<file path="config.mk">
export PLATFORM = sky130hd
export DESIGN_NAME = uarttx
export DESIGN_NICKNAME = d
export VERILOG_FILES = /design/src/rtl/uarttx.sv
export SDC_FILE = /design/constraint.sdc
export NUM_CORES = 1
export LEC_CHECK = 0
export CAP_MARGIN = 40
export CORE_UTILIZATION = 36
export CTS_BUF_LIST = sky130_fd_sc_hd__clkbuf_16
export DETAILED_ROUTE_END_ITERATION = 6
export GPL_ROUTABILITY_DRIVEN = 0
export GPL_TIMING_DRIVEN = 0
export HOLD_SLACK_MARGIN = 0.02
export PLACE_DENSITY = 0.6
export SLEW_MARGIN = 5
export SYNTH_ARGS = -nofsm -noshare
export SYNTH_HDL_FRONTEND = slang
export SYNTH_SLANG_ARGS = --single-unit
</file>
<file path="constraint.sdc">
create_clock -name clk -period 2.6 [get_ports clk]
set_input_delay 0.65 -clock clk [delete_from_list [all_inputs] [get_ports clk]]
set_output_delay 0.65 -clock clk [all_outputs]
set_load 0.1 [all_outputs]
</file>
<file path="src/rtl/uarttx.sv">
// UART transmitter draining a BRAM FIFO read port: start bit, DATA_ bits LSB first,
// optional parity bit, STOP_ stop bits. All outputs are registered.
module uarttx #(
  parameter int DATA_   = 8,
  parameter int ADDR_   = 8,
  parameter int CLKDIV_ = 16,
  parameter int PARITY_ = 0,
  parameter int STOP_   = 1
) (
  input  logic             clk,
  input  logic             rst,
  input  logic             en,
  input  logic [ADDR_:0]   fillc,
  input  logic [DATA_-1:0] fdata,
  output logic             re,
  output logic             tx,
  output logic             busy
);

  localparam int DIV_W = $clog2(CLKDIV_);
  localparam int BIT_W = $clog2(DATA_ + 1);
  localparam logic [DIV_W-1:0] DIV_LAST  = DIV_W'(CLKDIV_ - 1);
  localparam logic [DIV_W-1:0] DIV_ZERO  = DIV_W'(0);
  localparam logic [DIV_W-1:0] DIV_ONE   = DIV_W'(1);
  localparam logic [BIT_W-1:0] BIT_ZERO  = BIT_W'(0);
  localparam logic [BIT_W-1:0] BIT_ONE   = BIT_W'(1);
  localparam logic [BIT_W-1:0] DATA_LAST = BIT_W'(DATA_ - 1);
  localparam logic [BIT_W-1:0] STOP_LAST = BIT_W'(STOP_ - 1);
  localparam logic [ADDR_:0]   FILL_ZERO = (ADDR_ + 1)'(0);

  if (CLKDIV_ < 2) begin : g_bad_clkdiv
    $error("uarttx: CLKDIV_ must be at least 2");
  end
  if ((STOP_ != 1) && (STOP_ != 2)) begin : g_bad_stop
    $error("uarttx: STOP_ must be 1 or 2");
  end
  if ((PARITY_ < 0) || (PARITY_ > 2)) begin : g_bad_parity
    $error("uarttx: PARITY_ must be 0, 1 or 2");
  end
  if ((DATA_ < 5) || (DATA_ > 9)) begin : g_bad_data
    $error("uarttx: DATA_ must be in 5..9");
  end

  typedef enum logic [2:0] {
    S_IDLE   = 3'd0,
    S_START  = 3'd1,
    S_DATA   = 3'd2,
    S_PARITY = 3'd3,
    S_STOP   = 3'd4
  } state_e;

  // Even mode sends the XOR of the data bits, odd mode its complement.
  function automatic logic parity_f(input logic [DATA_-1:0] d);
    if (PARITY_ == 2) begin
      parity_f = ~(^d);
    end else begin
      parity_f = ^d;
    end
  endfunction

  state_e             state_q, state_d;
  logic [DIV_W-1:0]   div_q, div_d;
  logic [BIT_W-1:0]   bit_q, bit_d;
  logic [DATA_-1:0]   shift_q, shift_d;
  logic               par_q, par_d;
  logic               tx_q, tx_d;
  logic               re_q, re_d;
  logic               busy_q, busy_d;
  logic               div_wrap;

  // Next-state, divider/bit counters and registered-output decode.
  always_comb begin
    state_d  = state_q;
    div_d    = div_q;
    bit_d    = bit_q;
    shift_d  = shift_q;
    par_d    = par_q;
    re_d     = 1'b0;
    div_wrap = (div_q == DIV_LAST);
    case (state_q)
      S_IDLE: begin
        div_d = DIV_ZERO;
        bit_d = BIT_ZERO;
        if (en && (fillc != FILL_ZERO)) begin
          state_d = S_START;
          shift_d = fdata;
          par_d   = parity_f(fdata);
          re_d    = 1'b1;
        end else begin
          state_d = S_IDLE;
        end
      end
      S_START: begin
        if (div_wrap) begin
          div_d   = DIV_ZERO;
          bit_d   = BIT_ZERO;
          state_d = S_DATA;
        end else begin
          div_d = div_q + DIV_ONE;
        end
      end
      S_DATA: begin
        if (div_wrap) begin
          div_d   = DIV_ZERO;
          shift_d = {1'b0, shift_q[DATA_-1:1]};
          if (bit_q == DATA_LAST) begin
            bit_d   = BIT_ZERO;
            state_d = (PARITY_ != 0) ? S_PARITY : S_STOP;
          end else begin
            bit_d = bit_q + BIT_ONE;
          end
        end else begin
          div_d = div_q + DIV_ONE;
        end
      end
      S_PARITY: begin
        if (div_wrap) begin
          div_d   = DIV_ZERO;
          bit_d   = BIT_ZERO;
          state_d = S_STOP;
        end else begin
          div_d = div_q + DIV_ONE;
        end
      end
      S_STOP: begin
        if (div_wrap) begin
          div_d = DIV_ZERO;
          if (bit_q == STOP_LAST) begin
            bit_d   = BIT_ZERO;
            state_d = S_IDLE;
          end else begin
            bit_d = bit_q + BIT_ONE;
          end
        end else begin
          div_d = div_q + DIV_ONE;
        end
      end
      default: begin
        state_d = S_IDLE;
        div_d   = DIV_ZERO;
        bit_d   = BIT_ZERO;
      end
    endcase

    // Line level follows the state being entered so tx changes with the state flop.
    case (state_d)
      S_IDLE:   tx_d = 1'b1;
      S_START:  tx_d = 1'b0;
      S_DATA:   tx_d = shift_d[0];
      S_PARITY: tx_d = par_q;
      S_STOP:   tx_d = 1'b1;
      default:  tx_d = 1'b1;
    endcase
    busy_d = (state_d != S_IDLE);
  end

  // State and output registers with synchronous reset.
  always_ff @(posedge clk) begin
    if (rst) begin
      state_q <= S_IDLE;
      div_q   <= DIV_ZERO;
      bit_q   <= BIT_ZERO;
      shift_q <= {DATA_{1'b0}};
      par_q   <= 1'b0;
      tx_q    <= 1'b1;
      re_q    <= 1'b0;
      busy_q  <= 1'b0;
    end else begin
      state_q <= state_d;
      div_q   <= div_d;
      bit_q   <= bit_d;
      shift_q <= shift_d;
      par_q   <= par_d;
      tx_q    <= tx_d;
      re_q    <= re_d;
      busy_q  <= busy_d;
    end
  end

  assign tx   = tx_q;
  assign re   = re_q;
  assign busy = busy_q;

endmodule
</file>
Word level (Yosys, flattened, before mapping)
Cells that the tools add are included.

Register bits after elaboration: 23. Word-level logic and storage cells: 59. RAM bits: 0. Memory bits (read-only): 0. Output and inout port bits: 3. Bits in latches: 0. Memories kept: 0.

Multipliers: 0. $lt $le $gt $ge: 0. Add/subtract/negate cells: 2. Eq/ne operators: 13. Bitwise logic cells: 2. Divide/modulo/power cells: 0. Multiplexer cells: 19. Reduce and logical (&&, ||, !) cells: 14. Shift operators: 0.

Operators by type and width (count): two-way mux 4 bit (5); two-way mux 3 bit (6); two-way mux 8 bit (2); one-hot mux 8 bit (2 select lines) (1); one-hot mux 3 bit (5 select lines) (1); equality test 3 x 2 -> 1 bit (second input constant) (4); one-hot mux 4 bit (3 select lines) (1); nonzero test 9 bit (1); adder 4 x 1 -> 4 bit (second input constant) (2); XOR reduction 8 bit (1); equality test 3 x 1 -> 1 bit (second input constant) (2); inequality test 2 bit (second input constant) (3); AND reduction 3 bit (2); equality test 4 x 3 -> 1 bit (second input constant) (1); equality test 4 bit (second input constant) (1); logical NOT 4 bit (1); OR reduction 2 bit (2); OR reduction 4 bit (1); equality test 3 bit (second input constant) (1); logical NOT 3 bit (1); one-hot mux 1 bit (3 select lines) (1); nonzero test 3 bit (1); OR reduction 3 bit (1); two-way mux 1 bit (2); other kinds (5) (6).

Longest topological paths before layout
Word-level depth: 6. Mapped depth: 6. Mapped depth without buffers: 6.

Least setup slack after synthesis
Ideal clock, no wire load.

Kind: input port to flip-flop. Start: input port fillc[4]. End: register shift_q[1]. Data arrival time: 1.943 ns. Setup time: 0.134 ns. Path buffers: 1. Path slack: 0.522 ns. Stages on the path: 5. Cell sequence: or4_4 o41a_1 buf_6 a22oi_1 a21oi_1.

Longest elaborated chain between the ends: 4.

Ends and longest elaborated chain: start: declaration (RTL line 13) `input logic [ADDR_:0] fillc,`; nonzero test 9 bit (RTL line 84) `if (en && (fillc != FILL_ZERO)) begin`; logical AND 1 bit (RTL line 84); inequality test 2 bit (no source line); AND reduction 3 bit (no source line); end signal: assignment (RTL line 163) `shift_q <= {DATA_{1'b0}};`; end signal: assignment (RTL line 172) `shift_q <= shift_d;`; end: declaration (RTL line 64) `logic [DATA_-1:0] shift_q, shift_d;`.

Every way passes these cells. A chain may end at the register's enable or synchronous reset.

Worst setup path after layout
Ends and elaborated chain as after synthesis.

==> flow_summary.toml <==
[timing]
layout_min_cycle_time_ns = 2.30
fin_skew_ns = 0.00259
tns_ns = 0
rsz0062_at_grt = "false"
timing.fmax_mhz = 436
tightestPinTransition_ns = 0.598
relSlewSlack_pct = 59.8
post-route-period-util_pct = 88.3
slew_violations = 0
hold_viol = 0
finalSetupViolCount = 0
setup_ws_ns = 0.304

[pwr]
seqPwrFrac_pct = 41.8
p_per_area_mw_per_mm2 = 559
internal_power_mw = 0.669
swShare_pct = 26.5
finalPower_mw = 0.910
p_switching_mw = 0.241
p_comb_share_pct = 20.4
power.leakage_nw = 0.552
pwr-share-clk_pct = 37.7
ir_drop_uv = 484

[worst_setup_path]
crit_fanout = 9
cp_top_family = "compound AO/OA/AOI/OAI gates"
crit_path_top_delay_cell = "or4_4"
critPathLaunchType = "primary input"
critPathBufInv = 2
critical_path_class = "in2reg"
worstPathArrival_ns = 2.42
critPathMaxStageDelay_ns = 0.55
required_ns = 2.73
rrSetupSlack_ns = 0.48
path_cells = "clkdlybuf4s50_1, or4_4, o41a_1, buf_6, a22oi_1, a21oi_1"
cp-end-kind = "register"

[logic_synthesis]
synth_cells = 129
synth_nets = 152
syn_area_sq_mm = 0.00123
yosys_warnings = 0
avgSynthCellArea_sq_um = 9.57
ys_seq_area_share_pct = 37.3
synth-seq-cells = 23
ys.flop_type = "dfxtp_1"
synth-edff-count = 0
async_flop_share_pct = 0
synth_cell_type_count = 47

[placed_design]
dp_cells = 197
dp_slack_ns = 0.0262
dp_hpwl_um = 2020
io_buffer_count = 21

[min_path]
hold_class = "reg2reg"

[cts]
clk_pin_slew_ns = 0.06
cts_tree = "built"
cts_made_buffers = 3
cts_buffer_depth = 2
postCtsSetupRepairBufs = 0
cts.root.buffer_cell = "clkbuf_16"
cts_htree_levels = 1
cts_sinks = 23
clk_latency_ns = 0.26
cts-hold-fix-buffers = 0
cts_resized = 0

[floorplanning]
die_h_um = 60.6
io_pins = 23
core_sq_mm = 0.00315
start_util_pct = 39.2
die-area_sq_mm = 0.00367
die_x_um = 60.6
rows = 20

[drt]
wl_per_cell_um = 13.3
vias = 1063
drtPass1Iterations = 4
viasPerCell = 5.29
drt-total-wl_um = 2680
drt_iter0_markers = 64
drc = 0
drtAntennaViolNets = 0

[flow_run]
cap_violations = 0

[finish]
drive_above_1_share_pct = 10.8
final_nets = 181
layout.cells.non_filler = 201
area_delta_synth_final_pct = 31.8
n_antenna_cell = 0

[global_route]
grt-ovfl-total = 0
grt_pass1_wl_um = 4440
antenna_found_initial = 0
gr-usage-all-layers_pct = 16.4
grt_pass1_vias = 1018
grt_max_degree = 15

[outcome]
status = "finished clean"
[power by group through the flow]
stage	registers [mW]	clock network (mW)	logic (mW)
after global routing	0.382	0.367	0.199
after detailed placement	0.389	0	0.186
after CTS	0.381	0.347	0.187
final	0.381	0.343	0.186
after global placement	0.388	0	0.168
after floorplan	0.422	0	0.0791
[stage by stage]
step	hold WS, ns	cell area, sq um	util (%)
6_report	0.446	1630	51.6
5_1_grt	0.477	1630	51.6
4_1_cts	0.451	1630	51.6
3_5_place_dp	0.442	1550	49.0
3_3_place_gp	0.434	1500	47.6
2_1_floorplan	0.418	1230	-
[kinds of logic (layout without fill, tap and decap cells)]
kind of cell	count (synthesis)	count (layout)	synth area share (%)
AOI/OAI and AO/OA	35	35	22.5
xor gates and xnor gates	9	9	6.38
adders and majority gates	3	3	3.04
buffers and inverters	10	38	4.26
DFF	23	23	37.3
muxes	3	3	2.53
and+or+nand+nor	46	46	24.0
[layout by cell type (no fill, tap or decap), types with 3 or more instances in the layout]
cell type        instances
dfxtp_1                 23
clkdlybuf4s50_1         21
a21oi_1                 11
nand3b_1                10
nor2_1                   8
xnor2_1                  8
a22oi_1                  6
clkbuf_1                 5
inv_1                    3
nand2_1                  3
nand3_1                  3
nand2b_1                 3
ha_1                     3
clkbuf_16                3
buf_8                    3
[cell type report]
type / instances / area [sq um]
buffer: 7 / 41.3
clock buffer: 3 / 75.1
sequential: 23 / 460
inverter: 3 / 11.3
tap: 44 / 55.1
clock inverter: 1 / 7.51
fill: 327 / 1530
timing repair buffer: 24 / 255
multi-input combinational: 96 / 722
[synth_stat cells (3+ instances only)]
cell	n	area, sq um
inv_1	3	11.3
nand2_1	3	11.3
nand3_1	3	15.0
dfxtp_1	23	460
nor2_1	8	30.0
a21oi_1	11	55.1
clkbuf_1	5	18.8
xnor2_1	8	70.1
nand3b_1	10	75.1
nand2b_1	3	18.8
ha_1	3	37.5
a22oi_1	6	45.0
[sequential cells by signal (all words and copies together) (netlist names)]
register	flops
bit_q	4
re	1
busy	1
tx	1
shift_q	8
par_q	1
state_q	3
div_q	4
[layer usage]
metal / global-route usage (%) / up-vias / share of wire, %
li1: - / 537 / -
met1: 20.1 / 505 / 48
met2: 28.3 / 17 / 48
met3: 3.84 / 4 / 2.7
met4: 5.19 / 0 / 1.0
met5: 0 / - / 0
[path summary, 6_finish.rpt]
check / startpoint / to / depth (start not counted)
hold reg to reg: div_q[0] / div_q[0] / 1
setup reg to reg: div_q[0] / shift_q[4] / 6
hold / removal: div_q[0] / div_q[0] / 1
setup / recovery: fillc[4] / shift_q[1] / 6
Power figures use the tool's default switching activity.
==> RTL edit 1, RTL diff (config.mk and constraints unchanged) <==
Change the parameter `CLKDIV_` from 16 to 32.
--- a/src/rtl/uarttx.sv
+++ b/src/rtl/uarttx.sv
@@ -3,7 +3,7 @@
 module uarttx #(
   parameter int DATA_   = 8,
   parameter int ADDR_   = 8,
-  parameter int CLKDIV_ = 16,
+  parameter int CLKDIV_ = 32,
   parameter int PARITY_ = 0,
   parameter int STOP_   = 1
 ) (
Formal check against the unedited RTL: no difference found for any inputs over 10 cycles, from zero or initial values and one cycle with rst high; that may be too few to reach the edited logic, so the function may still have changed.
==> RTL edit 1 against the unedited design <==
- sequential cell count is 1 higher
- non-clock buffer count is the same
- power rose by 9.4%
- worst setup slack got worse by 150 ps
- routed wire length is 10% higher
- area after synthesis rose by 7.5%
- sequential power grew 3%
- die area grew 7.2%
- cell area is 7.8% higher
- largest cell class unchanged
- largest power group is now clock
==> RTL edit 1: results (changes against the unedited design) <==
| Metric | Value |
|---|---|
| Fill cell count | 352 (+7.6%) |
| Clk pin slew, worst setup/hold paths | 60 ps (about the same) |
| DRT Wirelength | 2950 µm (+10%) |
| Yosys warning total | 0 (unchanged) |
| LEAKAGE | 0.633 nW (+15%) |
| Unique masters post-synth | 41 (-13%) |
| Synth Area per Inst | 8.62 µm² (-10%) |
| Final clock skew | 2.04 ps (-0.551 ps) |
| Status | completed |
| R2r setup slk | 390 ps (-90 ps) |
| CTS resizes | 0 (unchanged) |
| CP arrival | 2580 ps (+160 ps) |
| Compound-Gate Fraction of Synth Area | 17.0% (-5.5 points) |
| Vias post-DR | 1205 (+13%) |
| GR Util All Layers | 16.3% (-0.025 points) |
| Top Registers | shift_q x8, div_q x5, bit_q x4 |
| Post-synthesis sequential area ratio | 36.2% (-1.1 points) |
| Commonest cells in the netlist | 24 x dfxtp_1, 16 x nand2_1, 10 x nand3_1, 10 x nor2_1, 9 x xnor2_1 |
| Initial DRC Count | 62 (-3.1%) |
| Post-Synth XOR/XNOR Area | 6.60% (+0.21 points) |
| Worst r2r dst | shift_q[5]$_SDFFE_PP0P_ |
| FF-to-FF path depth | 7 (+1) |
| Multiplexer share of the synthesized area | 0% (-2.5 points) |
| First-pass GRT wire length | 5250 µm (+18%) |
| Leading post-synthesis cells by cell area | dfxtp_1 36%, xnor2_1 5.9%, ha_1 4.7%, nand2_1 4.5%, nand3_1 3.8% |
| Max VDD drop | 0.235 mV (-51%) |
| Delay-heaviest family, CP | simple AND/OR/NAND/NOR gates |
| Synth Area in Adders | 4.71% (+1.7 points) |
| Placed cells | 225 (+14%) |
| Layout cell share with drive strength beyond 1 | 11.5% (+0.65 points) |
| Crit Reg-Reg Startpoint | div_q[0]$_SDFF_PP0_ |
| Detail-routed via count per cell | 5.26 (-0.50%) |
| Syn_nets | 179 (+18%) |
| Final #Nets | 209 (+15%) |
| IO Port Bufs | 22 (+4.8%) |
| HPWL after DPL | 2150 µm (+6.5%) |
| Worst-Margin Slew | 642 ps (+44.4 ps) |
[RTL edit 1: cell types whose count changed in the layout (fill, tap and decap cells not counted), sizes merged, moves of 4 or more]
cell,delta
a31oi,+5
nand3b,-6
nand3,+7
nand2,+13
a22oi,-5
nor2b,+4
nand4b,+4
[RTL edit 1: logic make-up (layout without fill, tap and decap cells)]
logic type / count (synthesis) / in the layout
buf+inv: 10 / 39
fa+ha+maj: 5 / 5
simple gates: 74 / 74
xor+xnor: 10 / 10
compound gates: 31 / 31
flops: 24 / 24
[RTL edit 1: worst max-delay path by stage]
stage	startpoint	endpoint	slack (ps)	depth (start not counted)
2_1_floorplan	fillc[2]	busy$_SDFF_PP0_	450	4
3_3_place_gp	fillc[2]	busy$_SDFF_PP0_	-120	5
3_5_place_dp	fillc[2]	busy$_SDFF_PP0_	-120	5
4_1_cts	fillc[2]	busy$_SDFF_PP0_	150	5
5_1_grt	fillc[2]	busy$_SDFF_PP0_	100	5
6_report	fillc[2]	busy$_SDFF_PP0_	160	5
[RTL edit 1: layout make-up]
| cell class | count | area, µm² | share of cell area, % |
|---|---|---|---|
| clock inverters | 1 | 30.0 | 1.71 |
| clock buffers | 3 | 75.1 | 4.28 |
| plain buffers | 6 | 25.0 | 1.43 |
| inverters | 4 | 15.0 | 0.855 |
| repair buffers | 25 | 265 | 15.1 |
| multi-input cells | 120 | 807 | 46.0 |
| well taps | 46 | 57.6 | 3.28 |
| flip-flops and latches | 24 | 480 | 27.4 |
[RTL edit 1: power by group]
group          leakage, nW  total (W)  switching, W  internal, W
clock               0.0511   0.000442      0.000136     0.000306
combinational        0.386   0.000161     0.0000824    0.0000786
sequential           0.196   0.000393    0.00000852     0.000384
[RTL edit 1: metal layers]
metal / vias to the layer above / wire length, µm / track usage, %
li1: 612 / - / -
met4: 0 / 37 / 5.23
met3: 5 / 105 / 2.37
met5: - / 0 / 0
met2: 26 / 1420 / 28.5
met1: 562 / 1380 / 20.4
[RTL edit 1: stage by stage]
step / hold slack, ps / setup TNS, ps / power (W) / setup WS [ps] / instance area [µm²]
after global placement: 430 / -121 / 0.000548 / -121 / 1610
after CTS: 458 / 0 / 0.000998 / 148 / 1760
final: 453 / 0 / 0.000995 / 158 / 1760
after floorplan: 418 / 0 / 0.000495 / 450 / 1330
after detailed placement: 449 / -124 / 0.000562 / -124 / 1650
after global routing: 474 / 0 / 0.00103 / 98.1 / 1760
==> RTL edit 2, RTL diff (same flow settings) <==
Without the edit above. Reset style: asynchronous (`rst`), changed in one clocked block. Comments in the files are not updated.
--- a/src/rtl/uarttx.sv
+++ b/src/rtl/uarttx.sv
@@ -155,7 +155,7 @@
   end
 
   // State and output registers with synchronous reset.
-  always_ff @(posedge clk) begin
+  always_ff @(posedge clk or posedge rst) begin
     if (rst) begin
       state_q <= S_IDLE;
       div_q   <= DIV_ZERO;
Formal check against the unedited RTL: differs if rst is asserted again (counterexample within 4 cycles, from zero or initial values and one cycle with rst high); with rst held inactive, the same outputs for 10 cycles.
==> RTL edit 2 against the unedited design <==
- worst setup slack gained 170 ps
- sequential share of layout area grew 7.5 points
- critical path depth is the same
- area after synthesis shrank 4.3%
- via count shrank 12%
- cell count shrank 3.0%
- routed wire length shrank 17%
- count of clock-buffer cells in the layout is the same
- core utilization grew 0.69 points
- cell area shrank 1.1%
- sequential cell count is the same
Power is not compared: it rests on default switching activity, and its combinational part moved more than twofold at a synthesized area within 25%.
==> RTL edit 2: results (changes against the unedited design) <==
| Metric | Value |
|---|---|
| Status | completed |
| Met3 routed WL | 51 µm (-29%) |
| Unique masters post-synth | 35 (-26%) |
| Int Pwr | 0.00100 W |
| Hold WS | 466 ps (+19.6 ps) |
| HPWL after DPL | 1830 µm (-9.2%) |
| Routed met2 length | 1230 µm (-4.9%) |
| Final #Nets | 175 (-3.3%) |
| IO Port Bufs | 22 (+4.8%) |
| Clk pin slew, worst setup/hold paths | 60 ps (about the same) |
| FF-to-FF path depth | 6 (unchanged) |
| R2r setup slk | 650 ps (+170 ps) |
| Initial DRC Count | 23 (-64%) |
| Commonest cells in the netlist | 22 x dfrtp_1, 19 x nand2_1, 11 x nor2_1 |
| Slowest CP cell | clkdlybuf4s50_1 |
| Worst-path maximum fanout | 7 (-2) |
| Slowest stage delay, CP | 470 ps (-80 ps) |
| Syn_nets | 144 (-5.3%) |
| Crit Reg-Reg Startpoint | div_q[0]$_DFF_PP0_ |
| Post-Synthesis Cells | 121 (-6.2%) |
| Worst r2r dst | tx$_DFF_PP1_ |
| Root buffer cell | clkbuf_16 |
| Worst min path class | flop to flop |
| LEAKAGE | a little over 0.7 nW |
| Pin count of the biggest net entering global routing | 19 (+4) |
| Final clock skew | 1.04 ps (-1.55 ps) |
| Hold path cells | 1 (unchanged) |
| Dpl cell area | 0.00153 mm² (-0.97%) |
| Ys async rst share | 100% (+100 points) |
| Placed cells | 191 (-3.0%) |
| Layout cell share with drive strength beyond 1 | 10.6% (-0.23 points) |
| Endpoint, Worst Hold | div_q[0]$_DFF_PP0_ |
| Vias in the first global route | 919 (-9.7%) |
| Post-synthesis sequential area ratio | 48.8% (+11 points) |
| Worst-Margin Slew | 583 ps (-14.5 ps) |
| GR Util All Layers | 14.4% (-1.9 points) |
| Synth Flop Type | dfrtp_1 |
| Fill cell count | 300 (-8.3%) |
| Final Non-Filler Cells | 195 (-3.0%) |
| WL met1 | 906 µm (-30%) |
| DRT Wirelength | 2220 µm (-17%) |
| CP arrival | 2310 ps (-110 ps) |
| Worst Hold Launch | div_q[0]$_DFF_PP0_ |
| Vias post-DR | 934 (-12%) |
| First-pass GRT wire length | 3780 µm (-15%) |
| Leading post-synthesis cells by cell area | dfrtp_1 47%, nand2_1 6.0%, xnor2_1 5.9%, a22oi_1 3.8%, nor2_1 3.5% |
==> RTL edit 2: worst max path at each step <==
stage | startpoint | endpoint | slack (ps) | cells after the start
6_report | en | tx$_DFF_PP1_ | 480 | 6
5_1_grt | fillc[4] | tx$_DFF_PP1_ | 340 | 6
4_1_cts | fillc[4] | tx$_DFF_PP1_ | 460 | 6
3_5_place_dp | fillc[4] | tx$_DFF_PP1_ | 210 | 6
3_3_place_gp | fillc[4] | tx$_DFF_PP1_ | 180 | 6
2_1_floorplan | fillc[4] | busy$_DFF_PP0_ | 730 | 5
==> RTL edit 2: kinds of logic (layout without fill, tap and decap cells) <==
| family | Yosys count | in the layout | synth area share [%] |
|---|---|---|---|
| simple gates | 54 | 54 | 22.9 |
| compound gates | 24 | 24 | 15.2 |
| flops | 23 | 23 | 48.8 |
| xor+xnor | 9 | 9 | 6.67 |
| buf+inv | 8 | 38 | 3.28 |
| fa+ha+maj | 3 | 3 | 3.17 |
==> RTL edit 2: power groups by stage <==
stage	clock network [W]	registers [W]	logic [W]
after global placement	0	0.000601	0.000613
final	0.000326	0.000596	0.000667
after floorplan	0	0.000687	0.000387
after global routing	0.000350	0.000614	0.000734
after detailed placement	0	0.000605	0.000676
after CTS	0.000336	0.000598	0.000680
==> RTL edit 2: layout make-up <==
type	count	share of cell area, %
Buffer	2	1.01
Clock buffer	3	4.66
Clock inverter	1	0.311
Inverter	6	1.40
Multi-Input combinational cell	90	35.2
Sequential cell	23	35.8
Tap cell	44	3.42
Timing Repair Buffer	26	18.2
==> RTL edit 2: layer usage <==
metal | vias to the layer above | track usage [%]
met5 | - | 0
met4 | 0 | 6.12
met3 | 4 | 1.97
met2 | 15 | 27.8
met1 | 432 | 15.5
li1 | 483 | -
==> RTL edit 2: critical path, delay by kind of cell <==
family                 cells  cell delay [ps]
AND/OR/NAND/NOR            2              590
buffers and inverters      1              470
AO/OA/AOI/OAI              3              590
==> RTL edit 2: per-stage QoR <==
| step | util [%] | setup WS, ps |
|---|---|---|
| 2_1_floorplan | - | 727 |
| 4_1_cts | 52.3 | 464 |
| 6_report | 52.3 | 476 |
| 3_3_place_gp | 47.4 | 185 |
| 3_5_place_dp | 49.7 | 207 |
| 5_1_grt | 52.3 | 338 |
